File: config.mk
export PLATFORM = sky130hd
export DESIGN_NAME = prog_loader_flat
export DESIGN_NICKNAME = d
export VERILOG_FILES = /design/src/rtl/prog_loader_if.sv /design/src/rtl/prog_loader.sv /design/src/flat_wrapper.sv
export SDC_FILE = /design/constraint.sdc
export NUM_CORES = 1
export LEC_CHECK = 0
export CAP_MARGIN = 20
export CORE_MARGIN = 5
export CORE_UTILIZATION = 45
export DETAILED_ROUTE_END_ITERATION = 12
export GPL_TIMING_DRIVEN = 0
export PLACE_DENSITY = 0.82
export SYNTH_ARGS = -nofsm -noshare
export SYNTH_HDL_FRONTEND = slang
export SYNTH_SLANG_ARGS = --single-unit
File: constraint.sdc
create_clock -name clock -period 5.82 [get_ports clock]
set_input_delay 0.873 -clock clock [delete_from_list [all_inputs] [get_ports clock]]
set_output_delay 0.873 -clock clock [all_outputs]
set_load 0.01 [all_outputs]
File: src/rtl/prog_loader_if.sv
// prog_loader_if
//   Groups the host word stream and the instruction-memory write port of prog_loader.
//   slave  : loader side - takes s_valid/s_data, drives s_ready, addr, wEn, wDat
//   master : host side   - drives s_valid/s_data, observes s_ready and the write port
interface prog_loader_if #(
    parameter int unsigned DATA_W = 32,
    parameter int unsigned ADDR_W = 9
) ();
    logic              s_valid;
    logic              s_ready;
    logic [DATA_W-1:0] s_data;
    logic [ADDR_W-1:0] addr;
    logic              wEn;
    logic [DATA_W-1:0] wDat;

    modport slave (
        input  s_valid,
        input  s_data,
        output s_ready,
        output addr,
        output wEn,
        output wDat
    );

    modport master (
        output s_valid,
        output s_data,
        input  s_ready,
        input  addr,
        input  wEn,
        input  wDat
    );
endinterface

File: src/rtl/prog_loader.sv
// prog_loader
//   Loads a program from a valid/ready host stream into instruction memory at consecutive
//   addresses, then holds `working` for a programmed number of cycles. Optionally records
//   the processor's valE on every working cycle into a small trace buffer.
//
//   Ports:
//     clock, reset        rising-edge clock, synchronous active-high reset
//     start               begins a load/run sequence (accepted in IDLE or DONE only)
//     prog_len            words to load, clamped to 2^ADDR_W, sampled on accepted start
//     run_cycles          cycles to hold working, sampled on accepted start
//     bus (slave)         s_valid/s_ready/s_data stream in; addr/wEn/wDat memory write out
//     working             processor run enable
//     busy, done          state is LOAD/RUN, state is DONE
//     valE                processor ALU result, captured while working
//     trace_count         number of valid trace entries (saturates at TRACE_DEPTH)
//     trace_raddr/rdata   trace read port, data registered one cycle after the address
//
//   Build option: define PROG_LOADER_TRACE_EN to build the trace buffer. Without it,
//   trace_count and trace_rdata are tied to 0 and valE/trace_raddr are ignored.
module prog_loader #(
    parameter int unsigned DATA_W      = 32,
    parameter int unsigned ADDR_W      = 9,
    parameter int unsigned CYC_W       = 16,
    parameter int unsigned TRACE_DEPTH = 16
) (
    input  logic                           clock,
    input  logic                           reset,
    input  logic                           start,
    input  logic [ADDR_W:0]                prog_len,
    input  logic [CYC_W-1:0]               run_cycles,
    prog_loader_if.slave                   bus,
    output logic                           working,
    output logic                           busy,
    output logic                           done,
    input  logic [DATA_W-1:0]              valE,
    output logic [$clog2(TRACE_DEPTH):0]   trace_count,
    input  logic [$clog2(TRACE_DEPTH)-1:0] trace_raddr,
    output logic [DATA_W-1:0]              trace_rdata
);
    localparam int unsigned     TW      = $clog2(TRACE_DEPTH);
    localparam logic [ADDR_W:0] MaxLen  = {1'b1, {ADDR_W{1'b0}}};
    localparam logic [ADDR_W:0] WcntOne = (ADDR_W+1)'(1);
    localparam logic [CYC_W-1:0] CycOne = CYC_W'(1);

    typedef enum logic [1:0] {StIdle, StLoad, StRun, StDone} state_e;

    state_e            state_q, state_d;
    logic [ADDR_W:0]   len_q, len_d, len_clamped;
    logic [ADDR_W:0]   wcnt_q, wcnt_d;
    logic [CYC_W-1:0]  lim_q, lim_d;
    logic [CYC_W-1:0]  ccnt_q, ccnt_d;
    logic              s_ready_q, s_ready_d;
    logic [ADDR_W-1:0] addr_q, addr_d;
    logic              wen_q, wen_d;
    logic [DATA_W-1:0] wdat_q, wdat_d;
    logic              working_q, working_d;
    logic              busy_q, busy_d;
    logic              done_q, done_d;
    logic              trace_clr;

    always_comb begin
        len_clamped = (prog_len > MaxLen) ? MaxLen : prog_len;
        state_d     = state_q;
        len_d       = len_q;
        wcnt_d      = wcnt_q;
        lim_d       = lim_q;
        ccnt_d      = ccnt_q;
        addr_d      = addr_q;
        wdat_d      = wdat_q;
        wen_d       = 1'b0;
        working_d   = 1'b0;
        trace_clr   = 1'b0;

        unique case (state_q)
            StIdle, StDone: begin
                if (start) begin
                    len_d     = len_clamped;
                    lim_d     = run_cycles;
                    wcnt_d    = '0;
                    ccnt_d    = '0;
                    trace_clr = 1'b1;
                    if (len_clamped == '0) begin
                        // Nothing to load: the first run cycle is the one right after start.
                        state_d = StRun;
                        if (run_cycles != '0) begin
                            working_d = 1'b1;
                            ccnt_d    = CycOne;
                        end
                    end else begin
                        state_d = StLoad;
                    end
                end
            end
            StLoad: begin
                if (bus.s_valid && s_ready_q) begin
                    wen_d  = 1'b1;
                    addr_d = wcnt_q[ADDR_W-1:0];
                    wdat_d = bus.s_data;
                    wcnt_d = wcnt_q + WcntOne;
                    // RUN is entered with working low, so the last write never overlaps it.
                    if (wcnt_d == len_q) begin
                        state_d = StRun;
                    end
                end
            end
            StRun: begin
                if (ccnt_q < lim_q) begin
                    working_d = 1'b1;
                    ccnt_d    = ccnt_q + CycOne;
                end else begin
                    state_d = StDone;
                end
            end
            default: state_d = StIdle;
        endcase

        s_ready_d = (state_d == StLoad);
        busy_d    = (state_d == StLoad) || (state_d == StRun);
        done_d    = (state_d == StDone);
    end

    always_ff @(posedge clock) begin
        if (reset) begin
            state_q   <= StIdle;
            len_q     <= '0;
            wcnt_q    <= '0;
            lim_q     <= '0;
            ccnt_q    <= '0;
            s_ready_q <= 1'b0;
            addr_q    <= '0;
            wen_q     <= 1'b0;
            wdat_q    <= '0;
            working_q <= 1'b0;
            busy_q    <= 1'b0;
            done_q    <= 1'b0;
        end else begin
            state_q   <= state_d;
            len_q     <= len_d;
            wcnt_q    <= wcnt_d;
            lim_q     <= lim_d;
            ccnt_q    <= ccnt_d;
            s_ready_q <= s_ready_d;
            addr_q    <= addr_d;
            wen_q     <= wen_d;
            wdat_q    <= wdat_d;
            working_q <= working_d;
            busy_q    <= busy_d;
            done_q    <= done_d;
        end
    end

    assign bus.s_ready = s_ready_q;
    assign bus.addr    = addr_q;
    assign bus.wEn     = wen_q;
    assign bus.wDat    = wdat_q;
    assign working     = working_q;
    assign busy        = busy_q;
    assign done        = done_q;

`ifdef PROG_LOADER_TRACE_EN
    localparam logic [TW:0] TraceFull = (TW+1)'(TRACE_DEPTH);
    localparam logic [TW:0] TcntOne   = (TW+1)'(1);

    logic [DATA_W-1:0] trace_mem [TRACE_DEPTH];
    logic [TW:0]       tcnt_q, tcnt_d;
    logic [DATA_W-1:0] rdata_q;
    logic              capture;

    // Capture saturates rather than wrapping, so entry k is always the k-th run cycle.
    always_comb begin
        capture = working_q && (tcnt_q < TraceFull);
        tcnt_d  = tcnt_q;
        if (trace_clr) begin
            tcnt_d = '0;
        end else if (capture) begin
            tcnt_d = tcnt_q + TcntOne;
        end
    end

    always_ff @(posedge clock) begin
        if (reset) begin
            tcnt_q  <= '0;
            rdata_q <= '0;
        end else begin
            tcnt_q  <= tcnt_d;
            rdata_q <= trace_mem[trace_raddr];
        end
    end

    // No reset on the storage so it can map onto a RAM.
    always_ff @(posedge clock) begin
        if (capture) begin
            trace_mem[tcnt_q[TW-1:0]] <= valE;
        end
    end

    assign trace_count = tcnt_q;
    assign trace_rdata = rdata_q;
`else
    logic unused_trace;
    assign unused_trace = ^{valE, trace_raddr, trace_clr};
    assign trace_count  = '0;
    assign trace_rdata  = '0;
`endif
endmodule

File: src/flat_wrapper.sv
// flat-port wrapper written by rule: the top's interface ports become plain ports
module prog_loader_flat 
#(
    parameter int unsigned DATA_W      = 32,
    parameter int unsigned ADDR_W      = 9,
    parameter int unsigned CYC_W       = 16,
    parameter int unsigned TRACE_DEPTH = 16
)
  (clock, reset, start, prog_len, run_cycles, working, busy, done, valE, trace_count, trace_raddr, trace_rdata, bus_s_valid, bus_s_data, bus_s_ready, bus_addr, bus_wEn, bus_wDat);
  prog_loader_if #(.DATA_W(DATA_W), .ADDR_W(ADDR_W)) bus_i ();
  input  logic clock;
  input  logic reset;
  input  logic start;
  input  logic [ADDR_W:0] prog_len;
  input  logic [CYC_W-1:0] run_cycles;
  output logic working;
  output logic busy;
  output logic done;
  input  logic [DATA_W-1:0] valE;
  output logic [$clog2(TRACE_DEPTH):0] trace_count;
  input  logic [$clog2(TRACE_DEPTH)-1:0] trace_raddr;
  output logic [DATA_W-1:0] trace_rdata;
  input wire logic [$bits(bus_i.s_valid)-1:0] bus_s_valid;
  input wire logic [$bits(bus_i.s_data)-1:0] bus_s_data;
  output wire logic [$bits(bus_i.s_ready)-1:0] bus_s_ready;
  output wire logic [$bits(bus_i.addr)-1:0] bus_addr;
  output wire logic [$bits(bus_i.wEn)-1:0] bus_wEn;
  output wire logic [$bits(bus_i.wDat)-1:0] bus_wDat;
  assign bus_i.s_valid = bus_s_valid;
  assign bus_i.s_data = bus_s_data;
  assign bus_s_ready = bus_i.s_ready;
  assign bus_addr = bus_i.addr;
  assign bus_wEn = bus_i.wEn;
  assign bus_wDat = bus_i.wDat;
  prog_loader #(.DATA_W(DATA_W), .ADDR_W(ADDR_W), .CYC_W(CYC_W), .TRACE_DEPTH(TRACE_DEPTH)) u_core (.clock(clock), .reset(reset), .start(start), .prog_len(prog_len), .run_cycles(run_cycles), .bus(bus_i), .working(working), .busy(busy), .done(done), .valE(valE), .trace_count(trace_count), .trace_raddr(trace_raddr), .trace_rdata(trace_rdata));
endmodule
==> results of run 1 <==
[where the power goes]
group	internal [W]	switching [W]
logic	0.000236	0.000311
registers	0.000744	0.0000371
clock network	0.000378	0.000256
[flip-flops by register name, indices dropped and copies added (netlist names)]
register            cells
u_core.state_q          2
u_core.bus.s_ready      1
u_core.wcnt_q          10
u_core.bus.addr         9
u_core.len_q           10
u_core.working          1
u_core.busy             1
u_core.bus.wDat        32
u_core.done             1
u_core.lim_q           16
u_core.ccnt_q          16
u_core.bus.wEn          1
[per-layer routing]
metal / GRT usage, % / vias to the layer above / part of all wire (%)
li1: - / 2462 / -
met1: 24.94 / 2188 / 42
met2: 33.91 / 153 / 50
met3: 3.420 / 20 / 5.7
met4: 6.574 / 0 / 1.9
met5: 0 / - / 0
[area by class of cell]
class / count / area (um2)
Tap cell: 140 / 175.2
Clock buffer: 10 / 229.0
Timing Repair Buffer: 106 / 1061
Buffer: 78 / 457.9
Fill cell: 953 / 4207
Multi-Input combinational cell: 486 / 2685
Clock inverter: 6 / 87.58
Inverter: 21 / 78.83
Sequential cell: 100 / 2002
[final timing paths]
path | startpoint | endpoint | cells after the start
worst max-delay path | bus_s_valid | u_core.busy$_SDFF_PP0_ | 8
worst min-delay path | u_core.lim_q[4]$_SDFFE_PP0P_ | u_core.lim_q[4]$_SDFFE_PP0P_ | 2
worst min register to register | u_core.lim_q[4]$_SDFFE_PP0P_ | u_core.lim_q[4]$_SDFFE_PP0P_ | 2
worst max register to register | u_core.wcnt_q[0]$_SDFFE_PP0P_ | u_core.busy$_SDFF_PP0_ | 8
[cells by family (layout without fill, tap and decap cells)]
kind of cell | Yosys count | count (layout) | share of synthesized area (%)
adders and majority gates | 21 | 21 | 5.163
muxes | 2 | 2 | 0.4426
and+or+nand+nor | 263 | 263 | 24.54
xor gates and xnor gates | 11 | 11 | 1.893
AOI/OAI and AO/OA | 152 | 152 | 18.00
DFF | 100 | 100 | 39.34
other | 1 | 37 | 0.07369
buffers and inverters | 99 | 221 | 10.55
[layout by cell type (no fill, tap or decap), types with 6 or more instances in the layout]
cell / instances
nand2_1: 140
clkdlybuf4s50_1: 106
dfxtp_1: 100
a21oi_1: 93
buf_4: 37
conb_1: 37
nor2_1: 36
clkbuf_1: 31
inv_1: 21
ha_1: 21
o21ai_0: 13
nand3_1: 11
nor3b_1: 10
o31ai_1: 10
or4_1: 10
nor4_1: 9
clkbuf_16: 9
nor3_1: 7
and3_1: 7
buf_2: 6
xnor2_1: 6
o21ai_1: 6
[worst max-delay path, delay by kind of cell]
kind	cells	cell delay, ns
AOI/OAI and AO/OA	3	0.68
adders and majority gates	1	0.30
and+or+nand+nor	3	0.75
buffers and inverters	1	0.50
[stage by stage]
stage / cells / hold WS (ns)
floorplan: 685 / 0.4363
global placement: 931 / 0.4409
detailed placement: 931 / 0.4458
CTS: 947 / 0.4553
global route: 947 / 0.4747
finish: 947 / 0.4517
==> flow_summary_export.csv, run 1 <==
group,metric,value,unit
layout,stdcell_area,6777,um2
critical_path,critPathArrivalTime,3.09,ns
routing,drt_iter0_drc,347,
logic_synthesis,yosys-top-cells-area,"dfxtp_1 (39%), nand2_1 (10%), a21oi_1 (9.1%)",
power,p_per_area,289.7,nW/um2
timing,timing.final.ws_setup,2.997,ns
logic_synthesis,yosysMostFrequentCell,"nand2_1",
logic_synthesis,synthArstFlopShare,0,%
timing,hold_violations,0,
grt,grt_pass1_vias,4572,
floorplanning,fp-row-count,38,
critical_path,path_class,"in -> reg",
routing,wire_per_inst,14.28,um
timing,fin_skew,0.005413,ns
critical_path,cp-end-kind,"flop",
timing,fmax,0.3543,GHz
timing,finalCritPeriodShare,48.50,%
clock_network,clkLatencyLatePin,0.34,ns
critical_path,worstPathCellList,"clkdlybuf4s50_1 > nand2_1 > a2111oi_0 > o211ai_1 > or4_4 > o2bb2ai_1 > ha_1 > nor2_1",
placement,gp_congestion,0.9508,
grt,antenna_found_initial,0,
critical_path,cp_slowest_stage_delay,0.55,ns
routing,routed_wl,13520,um
grt,grt_max_degree,17,
grt,overflow,0,
clock_network,cts_resized,0,
placement,pre_cts_slack,2.655,ns
critical_path,rrSetupSlack,3.19,ns
layout,nets,921,
logic_synthesis,syn_area,5089,um2
timing,worst_pin_slew,0.6984,ns
clock_network,cts.hold.buffers_added,0,
timing,maxSlewViolCount,0,
floorplanning,die_h,116.3,um
logic_synthesis,synth_flop_cell,"dfxtp_1",
power,power,0.001963,W
routing,drcViolationCount,0,
timing,min_period,2.823,ns
logic_synthesis,yosysUniqueCellTypes,59,
logic_synthesis,synth_area_per_cell,7.841,um2
clock_network,root_buffer,"clkbuf_16",
layout,final_util,61.70,%
power,ir_worst_vdd,0.1892,mV
logic_synthesis,ys.warnings.count,0,
logic_synthesis,yosysSeqAreaShare,39.34,%
critical_path,critPathMaxFanout,5,
clock_network,post_cts_buffers,0,
clock_network,path_clk_slew,0.07,ns
timing,relSlewSlack,52.95,%
clock_network,cts_tree,"built",
logic_synthesis,synth_common_cells,"nand2_1 (140), dfxtp_1 (100), a21oi_1 (93), buf_4 (37), nor2_1 (36)",
clock_network,cts_buffers,9,
placement,io_buffers,106,
floorplanning,io_pins,181,
logic_synthesis,ys_ff_latch,100,
routing,viasPerCell,5.093,
grt,grt_usage,19.69,%
timing,rsz0062_at_grt,"no",
floorplanning,coreArea,10980,um2
run,max-cap-violations,0,
layout,layout-drive-gt1-share,9.046,%
timing,setup_tns,0,ns
hold_path,worstHoldPathType,"reg -> reg",
grt,grt_pass1_wl,21560,um
floorplanning,die_w,116.3,um
logic_synthesis,synth_edf_count,0,
routing,vias,4823,
routing,drt-pass1-iter-count,5,
floorplanning,die_area,13540,um2
clock_network,htreeDepth,3,
floorplanning,start_util,46.33,%
critical_path,slowest_stage,"or4_4",
routing,antenna_left,0,
placement,placed_area,6460,um2
placement,hpwlAfterDp,10240,um
layout,num_antenna_cells,0,
clock_network,clkSinkCount,100,
power,leakage,2.542,nW
critical_path,required,6.09,ns
timing,setup_violations,0,
status,status,"complete, no violations",
logic_synthesis,synth_top_area_share,39.34,%
logic_synthesis,synth_top_cell_by_area,"dfxtp_1",
logic_synthesis,postSynthCellCount,649,
clock_network,clock_path_buffers,2,
critical_path,cp-start-kind,"primary input",
layout,syn2layout_area_growth,33.17,%
Note: power is estimated with default switching activity, not from simulation.
==> inputs of run 2 (changes only) <==
Clock period 5.82 ns to 2.7 ns, I/O delays scaled along.
==> run 2 against run 1 <==
  * Sequential share of layout area is essentially flat
  * Non-clock buffer count is the same
  * Count of clock-buffer cells in the layout is the same
  * Critical endpoint is now u_core.ccnt_q[15]$_SDFFE_PP0P_
==> flow_summary_export.csv, run 2 (synthesis gave the netlist of run 1 again) <==
group,metric,value,unit
timing,maxSlewViolCount,0,
clock_network,cts_buffers,9,
floorplanning,fp-row-count,38,
placement,placed_area,6460,um2
clock_network,htreeDepth,3,
critical_path,cp-end-kind,"flop",
run,max-cap-violations,0,
layout,final_util,61.82,%
hold_path,worstHoldPathType,"reg -> reg",
placement,hpwlAfterDp,10240,um
status,status,"complete, no violations",
timing,min_period,2.547,ns
routing,drt_iter0_drc,325,
power,power,0.004237,W
placement,io_buffers,106,
timing,worst_pin_slew,0.6100,ns
floorplanning,start_util,46.33,%
clock_network,cts_resized,0,
grt,antenna_found_initial,0,
power,ir_worst_vdd,0.4077,mV
timing,fmax,0.3926,GHz
layout,layout-drive-gt1-share,9.542,%
grt,overflow,0,
routing,antenna_left,0,
routing,routed_wl,13580,um
grt,grt_pass1_vias,4572,
critical_path,crit_buf_inv,2,
clock_network,clkSinkCount,100,
layout,num_antenna_cells,0,
layout,final_cells,947,
timing,setup_tns,0,ns
timing,relSlewSlack,58.96,%
clock_network,cts.hold.buffers_added,0,
routing,viasPerCell,5.109,
power,p_per_area,623.9,nW/um2
critical_path,worstPathCellList,"inv_1 > ha_1 > nand4_1 > nor3_1 > nor4_4 > a21boi_4 > buf_6 > or4_1 > a21oi_1",
layout,final_cell_mix,"nand2_1 (140), clkdlybuf4s50_1 (106), dfxtp_1 (98)",
critical_path,critPathArrivalTime,2.82,ns
power,leakage,2.541,nW
floorplanning,io_pins,181,
routing,drt-pass1-iter-count,5,
grt,grt_pass1_wl,21560,um
placement,place.detailed.instances,931,
grt,grt_usage,19.69,%
critical_path,path_class,"reg -> reg",
timing,finalCritPeriodShare,94.33,%
placement,gp_congestion,0.9508,
routing,drcViolationCount,0,
routing,wire_per_inst,14.34,um
routing,vias,4838,
layout,syn2layout_area_growth,33.44,%
timing,fin_skew,0.006251,ns
critical_path,critPathMaxFanout,10,
timing,setup_violations,0,
critical_path,slowest_stage,"or4_1",
clock_network,path_clk_slew,0.07,ns
clock_network,cts_tree,"built",
critical_path,cp-start-kind,"flop",
clock_network,clkLatencyLatePin,0.34,ns
timing,hold_violations,0,
floorplanning,coreArea,10980,um2
layout,nets,921,
floorplanning,die_w,116.3,um
grt,grt_max_degree,17,
critical_path,crit_family,"simple AND/OR/NAND/NOR gates",
timing,rsz0062_at_grt,"no",
layout,largest_register_ffs,32,
clock_network,clock_path_buffers,2,
layout,mostFrequentLayoutCell,"nand2_1",
clock_network,root_buffer,"clkbuf_16",
floorplanning,die_area,13540,um2
critical_path,required,2.97,ns
layout,stdcell_area,6790,um2
floorplanning,die_h,116.3,um
clock_network,post_cts_buffers,0,
critical_path,cp_slowest_stage_delay,0.51,ns
[run 2: cell counts in the layout (fill, tap and decap cells not counted)]
Identical to the previous run, type by type.
[run 2: worst paths after layout]
kind	slack [ns]	cells past startpoint	to	from
worst max-delay path	0.15	9	u_core.ccnt_q[15]$_SDFFE_PP0P_	u_core.lim_q[14]$_SDFFE_PP0P_
worst min register to register	0.45	2	u_core.lim_q[4]$_SDFFE_PP0P_	u_core.lim_q[4]$_SDFFE_PP0P_
worst max register to register	0.15	9	u_core.ccnt_q[15]$_SDFFE_PP0P_	u_core.lim_q[14]$_SDFFE_PP0P_
worst min-delay path	0.45	2	u_core.lim_q[4]$_SDFFE_PP0P_	u_core.lim_q[4]$_SDFFE_PP0P_
[run 2: worst register-to-register path: cells and delay by family, from the launching register on]
family / cells / cell delay, ns
flip-flops: 1 / 0.34
adder cells (fa/ha/maj): 1 / 0.28
buffers and inverters: 2 / 0.23
AND/OR/NAND/NOR: 4 / 1.31
AO/OA/AOI/OAI: 2 / 0.31
[run 2: per-layer routing]
| metal | global-route usage, % | part of all wire, % | up-vias |
|---|---|---|---|
| li1 | - | - | 2469 |
| met1 | 24.94 | 42 | 2198 |
| met2 | 33.91 | 50 | 151 |
| met3 | 3.420 | 6.2 | 20 |
| met4 | 6.574 | 2.1 | 0 |
| met5 | 0 | 0 | - |
[run 2: area by class of cell]
class | instances | area, um2
Timing Repair Buffer | 106 | 1061
Sequential cell | 100 | 2007
Fill cell | 948 | 4193
Clock buffer | 10 | 229.0
Inverter | 21 | 78.83
Tap cell | 140 | 175.2
Buffer | 78 | 457.9
Clock inverter | 6 | 87.58
Multi-Input combinational cell | 486 | 2694
[run 2: power breakdown]
group	total (W)	switching (W)	internal, W
logic	0.00118	0.000674	0.000509
clock network	0.00137	0.000555	0.000814
registers	0.00168	0.0000799	0.00160
total	0.00424	0.00131	0.00293
[run 2: stage by stage]
stage                     hold WS [ns]  worst slack, ns
after global placement          0.4409          0.04956
final                           0.4516           0.1530
after detailed placement        0.4458         0.003245
after floorplan                 0.4363           0.2942
after global routing            0.4747          0.02207
after CTS                       0.4553          0.07352
==> inputs of run 3 (changes only) <==
==> constraint.sdc (replaced) <==
create_clock -name clock -period 2.7 [get_ports clock]
set_input_delay 0.27 -clock clock [delete_from_list [all_inputs] [get_ports clock]]
set_output_delay 0.27 -clock clock [all_outputs]
set_load 0.01 [all_outputs]
==> results of run 3 <==
Final layout, timing and power as in run 2 (identical DEF).
Among the figures that moved: setup slack after placement 0.003245 ns -> 0.09143 ns
